$ cat src/rtl/ctrl_pkg.sv
// Shared constants for the multi-cycle RV32I controller: opcodes, state
// encoding, ALUOp codes and the decoded opcode-class payload.
package ctrl_pkg;

    localparam logic [6:0] OP_R      = 7'b0110011;
    localparam logic [6:0] OP_I      = 7'b0010011;
    localparam logic [6:0] OP_LOAD   = 7'b0000011;
    localparam logic [6:0] OP_STORE  = 7'b0100011;
    localparam logic [6:0] OP_BRANCH = 7'b1100011;
    localparam logic [6:0] OP_JAL    = 7'b1101111;
    localparam logic [6:0] OP_JALR   = 7'b1100111;
    localparam logic [6:0] OP_LUI    = 7'b0110111;
    localparam logic [6:0] OP_AUIPC  = 7'b0010111;

    localparam logic [2:0] S_IDLE    = 3'd0;
    localparam logic [2:0] S_FETCH   = 3'd1;
    localparam logic [2:0] S_DECODE  = 3'd2;
    localparam logic [2:0] S_EXEC    = 3'd3;
    localparam logic [2:0] S_MEM     = 3'd4;
    localparam logic [2:0] S_IO_WAIT = 3'd5;
    localparam logic [2:0] S_WB      = 3'd6;
    localparam logic [2:0] S_TRAP    = 3'd7;

    localparam logic [1:0] ALUOP_ADD   = 2'b00;
    localparam logic [1:0] ALUOP_CMP   = 2'b01;
    localparam logic [1:0] ALUOP_ARITH = 2'b10;

    // One-hot instruction class; all-zero means the opcode is not supported.
    typedef struct packed {
        logic r;
        logic i;
        logic load;
        logic store;
        logic branch;
        logic jal;
        logic jalr;
        logic lui;
        logic auipc;
    } op_class_t;

endpackage

$ cat src/rtl/multicycle_controller_if.sv
// Control bus between the multi-cycle controller (master) and the
// instruction register / datapath / memory / I/O side (slave).
interface multicycle_controller_if #(
    parameter int unsigned ADDR_HI_W = 22
);
    logic [6:0]           opcode;
    logic [ADDR_HI_W-1:0] Alu_resultHigh;
    logic                 io_ack;

    logic                 pc_write;
    logic                 ir_write;
    logic                 Branch;
    logic                 Jump;
    logic                 MemRead;
    logic                 MemWrite;
    logic                 MemtoReg;
    logic                 RegWrite;
    logic                 ALUSrc;
    logic [1:0]           ALUOp;
    logic                 IORead;
    logic                 IOWrite;
    logic                 io_req;
    logic                 instr_done;
    logic                 illegal_op;
    logic [2:0]           state;

    modport master (
        input  opcode, Alu_resultHigh, io_ack,
        output pc_write, ir_write, Branch, Jump, MemRead, MemWrite, MemtoReg,
               RegWrite, ALUSrc, ALUOp, IORead, IOWrite, io_req, instr_done,
               illegal_op, state
    );

    modport slave (
        output opcode, Alu_resultHigh, io_ack,
        input  pc_write, ir_write, Branch, Jump, MemRead, MemWrite, MemtoReg,
               RegWrite, ALUSrc, ALUOp, IORead, IOWrite, io_req, instr_done,
               illegal_op, state
    );
endinterface

$ cat src/rtl/opcode_classifier.sv
// Combinational RV32I opcode decoder: one-hot class plus legal flag.
module opcode_classifier
    import ctrl_pkg::*;
(
    input  logic [6:0] opcode,
    output op_class_t  op_class,
    output logic       legal
);

    always_comb begin
        op_class = '0;
        case (opcode)
            OP_R:      op_class.r      = 1'b1;
            OP_I:      op_class.i      = 1'b1;
            OP_LOAD:   op_class.load   = 1'b1;
            OP_STORE:  op_class.store  = 1'b1;
            OP_BRANCH: op_class.branch = 1'b1;
            OP_JAL:    op_class.jal    = 1'b1;
            OP_JALR:   op_class.jalr   = 1'b1;
            OP_LUI:    op_class.lui    = 1'b1;
            OP_AUIPC:  op_class.auipc  = 1'b1;
            default:   ;
        endcase
        legal = |op_class;
    end

endmodule

$ cat src/rtl/multicycle_controller.sv
// Multi-cycle control FSM for the RV32I core: sequences fetch/decode/execute/
// memory/write-back, routes high-address accesses through a timed I/O handshake.
module multicycle_controller
    import ctrl_pkg::*;
#(
    parameter int unsigned          ADDR_HI_W  = 22,
    parameter logic [ADDR_HI_W-1:0] IO_PREFIX  = '1,
    parameter int unsigned          IO_TIMEOUT = 255
) (
    input  logic                      clk,
    input  logic                      rst,
    multicycle_controller_if.master   bus
);

    localparam int unsigned       CNT_W    = $clog2(IO_TIMEOUT + 1);
    localparam logic [CNT_W-1:0]  CNT_LAST = CNT_W'(IO_TIMEOUT - 1);

    logic [2:0]       state;
    logic [2:0]       state_nxt;
    logic [6:0]       opc_q;
    logic [CNT_W-1:0] tmo_cnt;
    logic [CNT_W-1:0] tmo_nxt;
    logic [6:0]       cls_opcode;
    op_class_t        cls;
    logic             legal;
    logic             io_hit;

    // Live opcode is only needed for the legality decision in DECODE.
    assign cls_opcode = (state == S_DECODE) ? bus.opcode : opc_q;
    assign io_hit     = (bus.Alu_resultHigh == IO_PREFIX);

    opcode_classifier u_classifier (
        .opcode   (cls_opcode),
        .op_class (cls),
        .legal    (legal)
    );

    always_ff @(posedge clk or posedge rst) begin
        if (rst) begin
            state   <= S_IDLE;
            opc_q   <= '0;
            tmo_cnt <= '0;
        end else begin
            state   <= state_nxt;
            tmo_cnt <= tmo_nxt;
            if (state == S_DECODE) begin
                opc_q <= bus.opcode;
            end
        end
    end

    always_comb begin
        state_nxt      = state;
        tmo_nxt        = '0;
        bus.pc_write   = 1'b0;
        bus.ir_write   = 1'b0;
        bus.Branch     = 1'b0;
        bus.Jump       = 1'b0;
        bus.MemRead    = 1'b0;
        bus.MemWrite   = 1'b0;
        bus.MemtoReg   = 1'b0;
        bus.RegWrite   = 1'b0;
        bus.ALUSrc     = 1'b0;
        bus.ALUOp      = ALUOP_ADD;
        bus.IORead     = 1'b0;
        bus.IOWrite    = 1'b0;
        bus.io_req     = 1'b0;
        bus.instr_done = 1'b0;
        bus.illegal_op = 1'b0;
        bus.state      = state;

        // ALU controls follow the latched opcode from EXEC until the instruction retires.
        if (state == S_EXEC || state == S_MEM || state == S_IO_WAIT || state == S_WB) begin
            bus.ALUSrc = cls.i | cls.load | cls.store | cls.jalr | cls.lui | cls.auipc;
            if (cls.r || cls.i) begin
                bus.ALUOp = ALUOP_ARITH;
            end else if (cls.branch) begin
                bus.ALUOp = ALUOP_CMP;
            end
        end

        case (state)
            S_IDLE: begin
                state_nxt = S_FETCH;
            end
            S_FETCH: begin
                bus.MemRead  = 1'b1;
                bus.ir_write = 1'b1;
                state_nxt    = S_DECODE;
            end
            S_DECODE: begin
                state_nxt = legal ? S_EXEC : S_TRAP;
            end
            S_EXEC: begin
                if (cls.branch) begin
                    bus.Branch     = 1'b1;
                    bus.pc_write   = 1'b1;
                    bus.instr_done = 1'b1;
                    state_nxt      = S_FETCH;
                end else if (cls.load || cls.store) begin
                    state_nxt = S_MEM;
                end else begin
                    state_nxt = S_WB;
                end
            end
            S_MEM: begin
                if (io_hit) begin
                    state_nxt = S_IO_WAIT;
                end else if (cls.load) begin
                    bus.MemRead = 1'b1;
                    state_nxt   = S_WB;
                end else begin
                    bus.MemWrite   = 1'b1;
                    bus.pc_write   = 1'b1;
                    bus.instr_done = 1'b1;
                    state_nxt      = S_FETCH;
                end
            end
            S_IO_WAIT: begin
                bus.io_req  = 1'b1;
                bus.IORead  = cls.load;
                bus.IOWrite = cls.store;
                tmo_nxt     = tmo_cnt + CNT_W'(1);
                // An ack arriving in the final allowed cycle still completes the access.
                if (bus.io_ack) begin
                    if (cls.load) begin
                        state_nxt = S_WB;
                    end else begin
                        bus.pc_write   = 1'b1;
                        bus.instr_done = 1'b1;
                        state_nxt      = S_FETCH;
                    end
                end else if (tmo_cnt == CNT_LAST) begin
                    state_nxt = S_TRAP;
                end
            end
            S_WB: begin
                bus.RegWrite   = 1'b1;
                bus.pc_write   = 1'b1;
                bus.instr_done = 1'b1;
                bus.MemtoReg   = cls.load;
                bus.Jump       = cls.jal | cls.jalr;
                state_nxt      = S_FETCH;
            end
            S_TRAP: begin
                bus.illegal_op = 1'b1;
            end
            default: begin
                state_nxt = S_IDLE;
            end
        endcase
    end

endmodule

$ cat src/flat_wrapper.sv
// flat-port wrapper written by rule: the top's interface ports become plain ports
module multicycle_controller_flat import ctrl_pkg::*;
#(
    parameter int unsigned          ADDR_HI_W  = 22,
    parameter logic [ADDR_HI_W-1:0] IO_PREFIX  = '1,
    parameter int unsigned          IO_TIMEOUT = 255
)
  (clk, rst, bus_opcode, bus_Alu_resultHigh, bus_io_ack, bus_pc_write, bus_ir_write, bus_Branch, bus_Jump, bus_MemRead, bus_MemWrite, bus_MemtoReg, bus_RegWrite, bus_ALUSrc, bus_ALUOp, bus_IORead, bus_IOWrite, bus_io_req, bus_instr_done, bus_illegal_op, bus_state);
  multicycle_controller_if #(.ADDR_HI_W(ADDR_HI_W)) bus_i ();
  input  logic clk;
  input  logic rst;
  input wire logic [$bits(bus_i.opcode)-1:0] bus_opcode;
  input wire logic [$bits(bus_i.Alu_resultHigh)-1:0] bus_Alu_resultHigh;
  input wire logic [$bits(bus_i.io_ack)-1:0] bus_io_ack;
  output wire logic [$bits(bus_i.pc_write)-1:0] bus_pc_write;
  output wire logic [$bits(bus_i.ir_write)-1:0] bus_ir_write;
  output wire logic [$bits(bus_i.Branch)-1:0] bus_Branch;
  output wire logic [$bits(bus_i.Jump)-1:0] bus_Jump;
  output wire logic [$bits(bus_i.MemRead)-1:0] bus_MemRead;
  output wire logic [$bits(bus_i.MemWrite)-1:0] bus_MemWrite;
  output wire logic [$bits(bus_i.MemtoReg)-1:0] bus_MemtoReg;
  output wire logic [$bits(bus_i.RegWrite)-1:0] bus_RegWrite;
  output wire logic [$bits(bus_i.ALUSrc)-1:0] bus_ALUSrc;
  output wire logic [$bits(bus_i.ALUOp)-1:0] bus_ALUOp;
  output wire logic [$bits(bus_i.IORead)-1:0] bus_IORead;
  output wire logic [$bits(bus_i.IOWrite)-1:0] bus_IOWrite;
  output wire logic [$bits(bus_i.io_req)-1:0] bus_io_req;
  output wire logic [$bits(bus_i.instr_done)-1:0] bus_instr_done;
  output wire logic [$bits(bus_i.illegal_op)-1:0] bus_illegal_op;
  output wire logic [$bits(bus_i.state)-1:0] bus_state;
  assign bus_i.opcode = bus_opcode;
  assign bus_i.Alu_resultHigh = bus_Alu_resultHigh;
  assign bus_i.io_ack = bus_io_ack;
  assign bus_pc_write = bus_i.pc_write;
  assign bus_ir_write = bus_i.ir_write;
  assign bus_Branch = bus_i.Branch;
  assign bus_Jump = bus_i.Jump;
  assign bus_MemRead = bus_i.MemRead;
  assign bus_MemWrite = bus_i.MemWrite;
  assign bus_MemtoReg = bus_i.MemtoReg;
  assign bus_RegWrite = bus_i.RegWrite;
  assign bus_ALUSrc = bus_i.ALUSrc;
  assign bus_ALUOp = bus_i.ALUOp;
  assign bus_IORead = bus_i.IORead;
  assign bus_IOWrite = bus_i.IOWrite;
  assign bus_io_req = bus_i.io_req;
  assign bus_instr_done = bus_i.instr_done;
  assign bus_illegal_op = bus_i.illegal_op;
  assign bus_state = bus_i.state;
  multicycle_controller #(.ADDR_HI_W(ADDR_HI_W), .IO_PREFIX(IO_PREFIX), .IO_TIMEOUT(IO_TIMEOUT)) u_core (.clk(clk), .rst(rst), .bus(bus_i));
endmodule
$ cat config.mk
export PLATFORM = sky130hd
export DESIGN_NAME = multicycle_controller_flat
export DESIGN_NICKNAME = d
export VERILOG_FILES = /design/src/rtl/ctrl_pkg.sv /design/src/rtl/multicycle_controller_if.sv /design/src/rtl/opcode_classifier.sv /design/src/rtl/multicycle_controller.sv /design/src/flat_wrapper.sv
export SDC_FILE = /design/constraint.sdc
export NUM_CORES = 1
export LEC_CHECK = 0
export CORE_UTILIZATION = 30
export DETAILED_ROUTE_END_ITERATION = 12
export PLACE_DENSITY_LB_ADDON = 0.05
export SLEW_MARGIN = 20
export SYNTH_ARGS = -nofsm -noshare
export SYNTH_HDL_FRONTEND = slang
export SYNTH_SLANG_ARGS = --single-unit
$ cat constraint.sdc
create_clock -name clk -period 7 [get_ports clk]
set_clock_uncertainty 0.1 [all_clocks]
set_input_delay 1.05 -clock clk [delete_from_list [all_inputs] [get_ports clk]]
set_output_delay 1.05 -clock clk [all_outputs]
set_load 0.03 [all_outputs]
### Word-level counts from Yosys, hierarchy flattened

Index checks and enable logic that the tools add are counted.

* flip-flop bits (word level): 18
* input bits: 32
* output and inout bits: 19
* word-level logic and storage cells: 80

* add/subtract/negate cells: 1
* eq/ne operators: 19
* mux-type cells: 41
* bitwise operators: 6
* reductions and logical operators: 10

Operators by type and width (number)
* two-way mux 1 bit: 27
* equality test 22 bit, second input constant: 1
* equality test 7 x 6 -> 1 bit, second input constant: 3
* equality test 7 bit, second input constant: 3
* two-way mux 3 bit: 6
* case mux 3 bit (6 select lines): 1
* equality test 7 x 5 -> 1 bit, second input constant: 2
* equality test 3 bit, second input constant: 4
* OR reduction 9 bit: 1
* adder 8 x 1 -> 8 bit, second input constant: 1
* equality test 8 bit, second input constant: 1
* two-way mux 8 bit: 1
* equality test 7 x 2 -> 1 bit, second input constant: 1
* two-way mux 7 bit: 1
* equality test 3 x 2 -> 1 bit, second input constant: 2
* two-way mux 2 bit: 3
* bitwise OR 1 bit: 6
* nonzero test 6 bit: 1
* logical OR 1 bit: 5
* case mux 1 bit (4 select lines): 1
* equality test 3 x 1 -> 1 bit, second input constant: 1
* zero test 3 bit: 1
* != test 3 bit, second input constant: 1
* case mux 1 bit (2 select lines): 1
* 2 further kinds: 2

### Depth between registers and ports, before layout

Gate-level depths: netlist of the first run.

* word-level depth: 10
* mapped depth: 8
* depth with buffers taken out: 5

### Cells and area by module

A second synthesis of the first run with hierarchy kept.

* cells, all modules: 137
* area, all modules: 1252.5 µm²

By module, submodules not included
* multicycle_controller: times used 1, cells each 115, area each 1113.6 µm², seq. area each 450.4 µm²
* opcode_classifier: times used 1, cells each 22, area each 138.9 µm², seq. area each 0.0 µm²

### Worst setup path after synthesis of the first run

OpenSTA, ideal clock, no wires.

* path kind: register to output
* start: register u_core.state[2] (netlist: u_core.bus.state[2])
* end: output bus_pc_write
* arrival: 2.643 ns
* setup slack: 3.207 ns
* cell stages (with the launch flop): 8
* path buffers: 2
* cells stage by stage: dfrtp_1 > buf_4 > nor3b_4 > nand4b_2 > o32ai_2 > nor3b_2 > a211o_1 > buf_4

* longest elaborated chain between the ends: 7
* elaborated cells between the ends (all ways): 15

RTL lines
* from (decl): line multicycle_controller.sv:18 `logic [2:0] state;`
* from (signal assigned): line multicycle_controller.sv:44 `state <= state_nxt;`
* equality test 3 x 2 -> 1 bit: line multicycle_controller.sv:29 `assign cls_opcode = (state == S_DECODE) ? bus.opcode : opc_q;`
* two-way mux 7 bit: line multicycle_controller.sv:29
* equality test 7 x 2 -> 1 bit: line opcode_classifier.sv:12 `case (opcode)`
* two-way mux 1 bit: line opcode_classifier.sv:12
* two-way mux 1 bit
* two-way mux 1 bit (on tied branches)
* case mux 1 bit (4 select lines) (*)
* to (decl): line flat_wrapper.sv:15 `output wire logic [$bits(bus_i.pc_write)-1:0] bus_pc_write;`

Every way passes the cells marked *; elsewhere a longest branch is shown, timed or not.

### Final worst setup path of the first run

* start: input bus_Alu_resultHigh[21]
* end: output bus_pc_write

* longest elaborated chain between the ends: 3

RTL lines
* from (decl): line flat_wrapper.sv:13 `input wire logic [$bits(bus_i.Alu_resultHigh)-1:0] bus_Alu_resultHigh;`
* equality test 22 bit: line multicycle_controller.sv:30 `assign io_hit = (bus.Alu_resultHigh == IO_PREFIX);`
* two-way mux 1 bit: line multicycle_controller.sv:107 `if (io_hit) begin`
* case mux 1 bit (4 select lines): line multicycle_controller.sv:82 `case (state)`

Every way passes these cells.

==> out/qor.csv, run 1 <==
metric,value,unit
outcome,"finished, final reports clean",
Synth Area in Simple Gates,0.353,
worst-skew pair later-pin latency,0.25,ns
drt pass-1 iters,4,
crit end category,output pin,
syn_nets,180,
register area share after synthesis,0.366,
antenna violations before repair,0,
unrepaired setup endpoints after global routing,false,
synthesized flop and latch total,18,
share of post-route cells with drive strength above 1,0.0619,
Die H,66.1,µm
clock root buffer master,clkbuf_8,
CP max FO,2,
compound-gate portion of the synthesized area,0.141,
Worst R2R End,u_core.bus.state[2],
Finish-stage setup viols,0,
Worst EP arrival,3.30,ns
Layout area overhead,46.6,%
largest net degree at the start of global routing,19,
Slowest Stage Delay on Critical Path,0.60,ns
fmax,225,MHz
Tmin final,4.45,ns
leakage power total,0.738,nW
vias in the first global route,1140,
via count,1263,
fin area,0.00181,mm²
FP Rows,22,
Slew Limit Headroom,0.570,
Final Hold Fails,0,
Slew Limit Fails,0,
CP most frequent cell,clkdlybuf4s50_1,
GRT Residual Overflow,0,
crit-path leading delay family,buffers and inverters,
"Buf+Inv Stages, Crit Path",2,
largest family of logic cells by synthesized area,simple AND/OR/NAND/NOR gates,
"commonest non-fill, non-tap cell in the layout",clkdlybuf4s50_1,
net count reported at finish,230,
fraction of synthesized area in multiplexers,0.0295,
R2R Setup Slk,4.73,ns
Remaining DRCs,0,
initial core utilization,0.324,
"CTS clk-pin slew, worst paths",0.06,ns
cell area after synthesis,0.00123,mm²
post-synthesis xor/xnor area fraction,0.0498,
CP Class,input port to output pin,
CTS Buffer Depth,2,
n_diodes,0,
"EDFF count, synth",0,
die width,66.1,µm
cts bufs inserted,3,
worst hold path depth,2,
Synth Flop Type,dfrtp_1,
fin util,0.475,
initial drt markers,80,
postcts setup bufs,0,
Mapped Cells,146,
Worst path slowest cell,clkdlybuf4s50_1,
adder-cell share of the synthesized area,0.0203,
worst hold slack,0.378,ns
Fin Setup TNS,0,ns
GP Congestion,0.854,
worst-path cell chain,clkdlybuf4s50_1 > nand4_1 > nor4_1 > a311o_1 > o21ai_0 > a211o_1 > clkdlybuf4s50_1,
Resize count post-CTS,0,
Avg Vias per Cell,5.22,
Worst Path Required,5.85,ns
Total GRT Usage,0.163,
worst vdd ir,0.158,mV
FF-to-FF Start,u_core.bus.state[0],
first-pass GRT wire length,5430,µm
worst slew pin tran,0.645,ns
Final Cycle Share,0.635,
pwr dens,338,mW/mm²
CTS tree,built,
I/O pin cnt,51,
Min-Delay Startpoint,u_core.opc_q[3],
warnings from Yosys,0,
Hold EP,u_core.opc_q[3],
Post-DP Area,0.00176,mm²
full die area,0.00436,mm²
Synth cell types,46,
highest-count cells in the layout ignoring fill and taps,"clkdlybuf4s50_1 (50), nand2_1 (21), nor2_1 (20), dfrtp_1 (18), nand3_1 (10)",
H-tree depth,1,
Post-Route WL,3370,µm
R2R depth,4,
"Avg Cell Area, Syn",8.43,µm²
worst min path class,register to register,
Async SR Flop Fraction,1.00,
DRT antenna net count,0,
Critical Path Start Type,input port,
core box area,0.00380,mm²
Max Cap Viol,0,
Fill cells,377,
"Hold-fix buffers, CTS",0,
CP startpoint,bus_Alu_resultHigh[21],
DR WL/cell,13.9,µm
Final HPWL DP,2680,µm
port buffer count,50,
Clock Sinks,18,
power by group:
part	switching, W	leakage [nW]	internal [W]
Sequential	0.0000559	0.230	0.000137
Combinational	0.000198	0.487	0.000152
Clock	0.0000305	0.0216	0.0000382
cells in the mapped netlist (2+ instances only):
library cell / instances / area [µm²]
xor2_1: 5 / 43.8
ha_1: 2 / 25.0
nor3b_1: 2 / 15.0
a21oi_1: 5 / 25.0
clkbuf_1: 2 / 7.51
o21ai_0: 3 / 15.0
nor4_1: 2 / 12.5
nor3_1: 2 / 10.0
xnor2_1: 2 / 17.5
nand2_1: 21 / 78.8
nand4_1: 5 / 31.3
a211o_1: 2 / 17.5
dfrtp_1: 18 / 450
nand3_1: 10 / 50.1
inv_1: 5 / 18.8
a311o_1: 2 / 20.0
and3_1: 5 / 31.3
nor2_1: 20 / 75.1
nor2b_1: 4 / 25.0
mux2_2: 2 / 22.5
buf_4: 2 / 15.0
sequential cells by signal, summed over array words and instances (netlist names):
register,flops
u_core.tmo_cnt,8
u_core.opc_q,7
u_core.bus.state,3
kinds of logic (layout without fill, tap and decap cells):
group,Yosys count,after routing
buf+inv,11,59
flops,18,18
xor+xnor,7,7
simple gates,82,82
mux,3,3
fa+ha+maj,2,2
compound gates,23,23
worst register-to-register path, stage by stage (launching register included):
cell and delay, ns:
dfrtp_1 0.55, nor3b_4 0.50, mux2i_2 0.53, a21oi_1 0.16, a211o_1 0.30
layer usage:
layer	track usage	part of all wire	vias up
li1	-	-	619
met1	0.222	0.46	592
met2	0.258	0.45	47
met3	0.0190	0.077	5
met4	0.0718	0.015	0
met5	0	0	-
metrics by stage:
| stage | cells | worst slack, ns | power, W |
|---|---|---|---|
| after global routing | 242 | 2.43 | 0.000659 |
| after global placement | 239 | 2.58 | 0.000541 |
| after detailed placement | 239 | 2.54 | 0.000545 |
| final | 242 | 2.55 | 0.000611 |
| after floorplan | 146 | 3.21 | 0.000422 |
| after CTS | 242 | 2.54 | 0.000617 |
area by class of cell:
class	count	area [µm²]	area share
Clock buffer	3	41.3	0.0229
Inverter	6	22.5	0.0125
Multi-Input combinational cell	117	731	0.405
Sequential cell	18	450	0.249
Tap cell	48	60.1	0.0333
Timing Repair Buffer	50	500	0.277
how the worst max path moves through the flow:
stage	end	depth (start not counted)
3_3_place_gp	bus_pc_write	7
4_1_cts	bus_pc_write	7
3_5_place_dp	bus_pc_write	7
5_1_grt	bus_pc_write	7
2_1_floorplan	bus_pc_write	7
6_report	bus_pc_write	7
Power figures use the tool's default switching activity.
==> run 2: changes to the inputs <==
- clock period: 7 -> 3.74 ns (I/O delays scaled with it)
==> run 2 against run 1 <==
Setup slack lost 2.3 ns; clock-buffer cell count rose by 1; routed wire length rose by 0.44%; register-to-register slack worse by 3.2 ns; critical path depth unchanged; sequential share of layout area shrank 0.79 points; global-route usage grew 0.37 points; non-clock buffer count rose by 6; combinational power up 100%; first-iteration DRC count is 29% lower; core utilization is 1.5 points higher; sequential cell count is the same; critical endpoint is now bus_ALUSrc.
==> out/qor.csv, run 2 (synthesis results as in run 1) <==
metric,value,unit,change
Worst Path Required,3.08,ns,-2.77 ns
antenna violations before repair,0,,unchanged
net count reported at finish,236,,+2.6%
Final HPWL DP,2760,µm,+3.1%
n_diodes,0,,unchanged
leakage power total,0.775,nW,+5.0%
Fill cells,367,,-2.7%
R2R depth,5,,+1
"commonest non-fill, non-tap cell in the layout",clkdlybuf4s50_1,,
GP Congestion,0.871,,+2.0%
Final Hold Fails,0,,unchanged
pwr dens,647,mW/mm²,+91%
CP max FO,10,,+8
CTS Buffer Depth,2,,unchanged
Max Cap Viol,0,,unchanged
Remaining DRCs,0,,unchanged
FP Rows,22,,unchanged
Finish-stage setup viols,0,,unchanged
Post-DP Area,0.00179,mm²,+1.3%
worst-skew pair later-pin latency,0.25,ns,about the same
DRT antenna net count,0,,unchanged
clock root buffer master,clkbuf_8,,
fin area,0.00186,mm²,+3.3%
worst slew pin tran,0.647,ns,+0.00243 ns
Critical Path Start Type,register,,
CP Class,register to output pin,,
"Most flops, register",u_core.tmo_cnt,,
worst vdd ir,0.291,mV,+85%
vias in the first global route,1161,,+1.8%
drt pass-1 iters,4,,unchanged
cts bufs inserted,3,,unchanged
Post-Route WL,3390,µm,+0.44%
Die H,66.1,µm,unchanged
"CTS clk-pin slew, worst paths",0.07,ns,about the same
Final Cycle Share,0.937,,
Clock Sinks,18,,unchanged
via count,1301,,+3.0%
Layout area overhead,51.4,%,
worst hold path depth,2,,unchanged
initial drt markers,57,,-29%
die width,66.1,µm,unchanged
I/O pin cnt,51,,unchanged
largest net degree at the start of global routing,19,,unchanged
"Hold-fix buffers, CTS",0,,unchanged
share of post-route cells with drive strength above 1,0.0945,,+0.0327
Slew Limit Headroom,0.568,,-0.00162
port buffer count,50,,unchanged
unrepaired setup endpoints after global routing,false,,
full die area,0.00436,mm²,unchanged
CTS tree,built,,
Top Registers,"u_core.tmo_cnt x8, u_core.opc_q x7, u_core.bus.state x3",,
Avg Vias per Cell,5.22,,+0.11%
initial core utilization,0.324,,unchanged
worst min path class,register to register,,
Worst EP arrival,2.84,ns,-0.46 ns
max reg flops,8,,unchanged
fmax,285,MHz,
Tmin final,3.50,ns,
core box area,0.00380,mm²,unchanged
outcome,"finished, final reports clean",,
DR WL/cell,13.6,µm,-2.4%
H-tree depth,1,,unchanged
Total GRT Usage,0.167,,+0.00369
GRT Residual Overflow,0,,unchanged
highest-count cells in the layout ignoring fill and taps,"clkdlybuf4s50_1 (50), nand2_1 (21), nor2_1 (20), dfrtp_1 (18), nand3_1 (10)",,
first-pass GRT wire length,5510,µm,+1.5%
crit end category,output pin,,
Slew Limit Fails,0,,unchanged
Fin Setup TNS,0,ns,unchanged
run 2: cell types whose count changed in the layout (fill, tap and decap cells not counted):
cell / delta
clkbuf_8: +1
buf_4: +6
run 2: area by class of cell:
cell class	instances	area, µm²	share of cell area
inverter	6	22.5	0.0121
multi-input combinational	117	731	0.392
timing repair buffer	56	546	0.293
sequential	18	450	0.242
clock buffer	4	55.1	0.0295
tap	48	60.1	0.0322
run 2: per-layer routing:
| metal | wire [µm] | vias to the layer above | track usage |
|---|---|---|---|
| li1 | - | 633 | - |
| met1 | 1510 | 608 | 0.230 |
| met2 | 1520 | 53 | 0.255 |
| met4 | 75 | 0 | 0.0824 |
| met3 | 285 | 7 | 0.0207 |
| met5 | 0 | - | 0 |
run 2: worst paths after layout:
kind | start | to | slack [ns]
max | u_core.bus.state[2] | bus_ALUSrc | 0.24
min | u_core.opc_q[3] | u_core.opc_q[3] | 0.38
max reg2reg | u_core.bus.state[2] | u_core.bus.state[2] | 1.57
min reg2reg | u_core.opc_q[3] | u_core.opc_q[3] | 0.38
max in group asynchronous | rst | u_core.opc_q[1] | 2.53
min in group asynchronous | rst | u_core.bus.state[2] | 0.60
run 2: critical path, stage by stage (launching register included):
cell,delay (ns)
dfrtp_1,0.53
nor3b_4,0.27
buf_4,0.18
mux2_2,0.37
and3_1,0.17
o32ai_1,0.24
nor2b_1,0.16
clkdlybuf4s50_1,0.67
run 2: metrics by stage:
stage | total power [W] | hold slack (ns) | setup slack, ns | instances | util
finish | 0.00121 | 0.384 | 0.235 | 249 | 0.491
global route | 0.00130 | 0.428 | 0.0870 | 249 | 0.491
CTS | 0.00120 | 0.389 | 0.107 | 246 | 0.485
detailed placement | 0.00104 | 0.374 | 0.244 | 242 | 0.470
global placement | 0.00104 | 0.357 | 0.302 | 242 | 0.470
floorplan | 0.000789 | 0.338 | 0.436 | 146 | -
run 2: power by group:
group          switching (W)  internal [W]  total, W
Combinational       0.000386      0.000318  0.000704
Clock              0.0000608     0.0000934  0.000154
Sequential         0.0000927      0.000256  0.000349
Total               0.000540      0.000667   0.00121
run 2: repair_timing:
item	4_1_cts	5_1_grt
setup buffers	0	3
endpoints found under the setup margin	0	2
gates resized for setup	0	0
==> run 3: changes to the inputs <==
- SKIP_LAST_GASP: unset -> 1
==> results of run 3 <==
The final DEF is identical to that of run 2; final timing and power are the same.
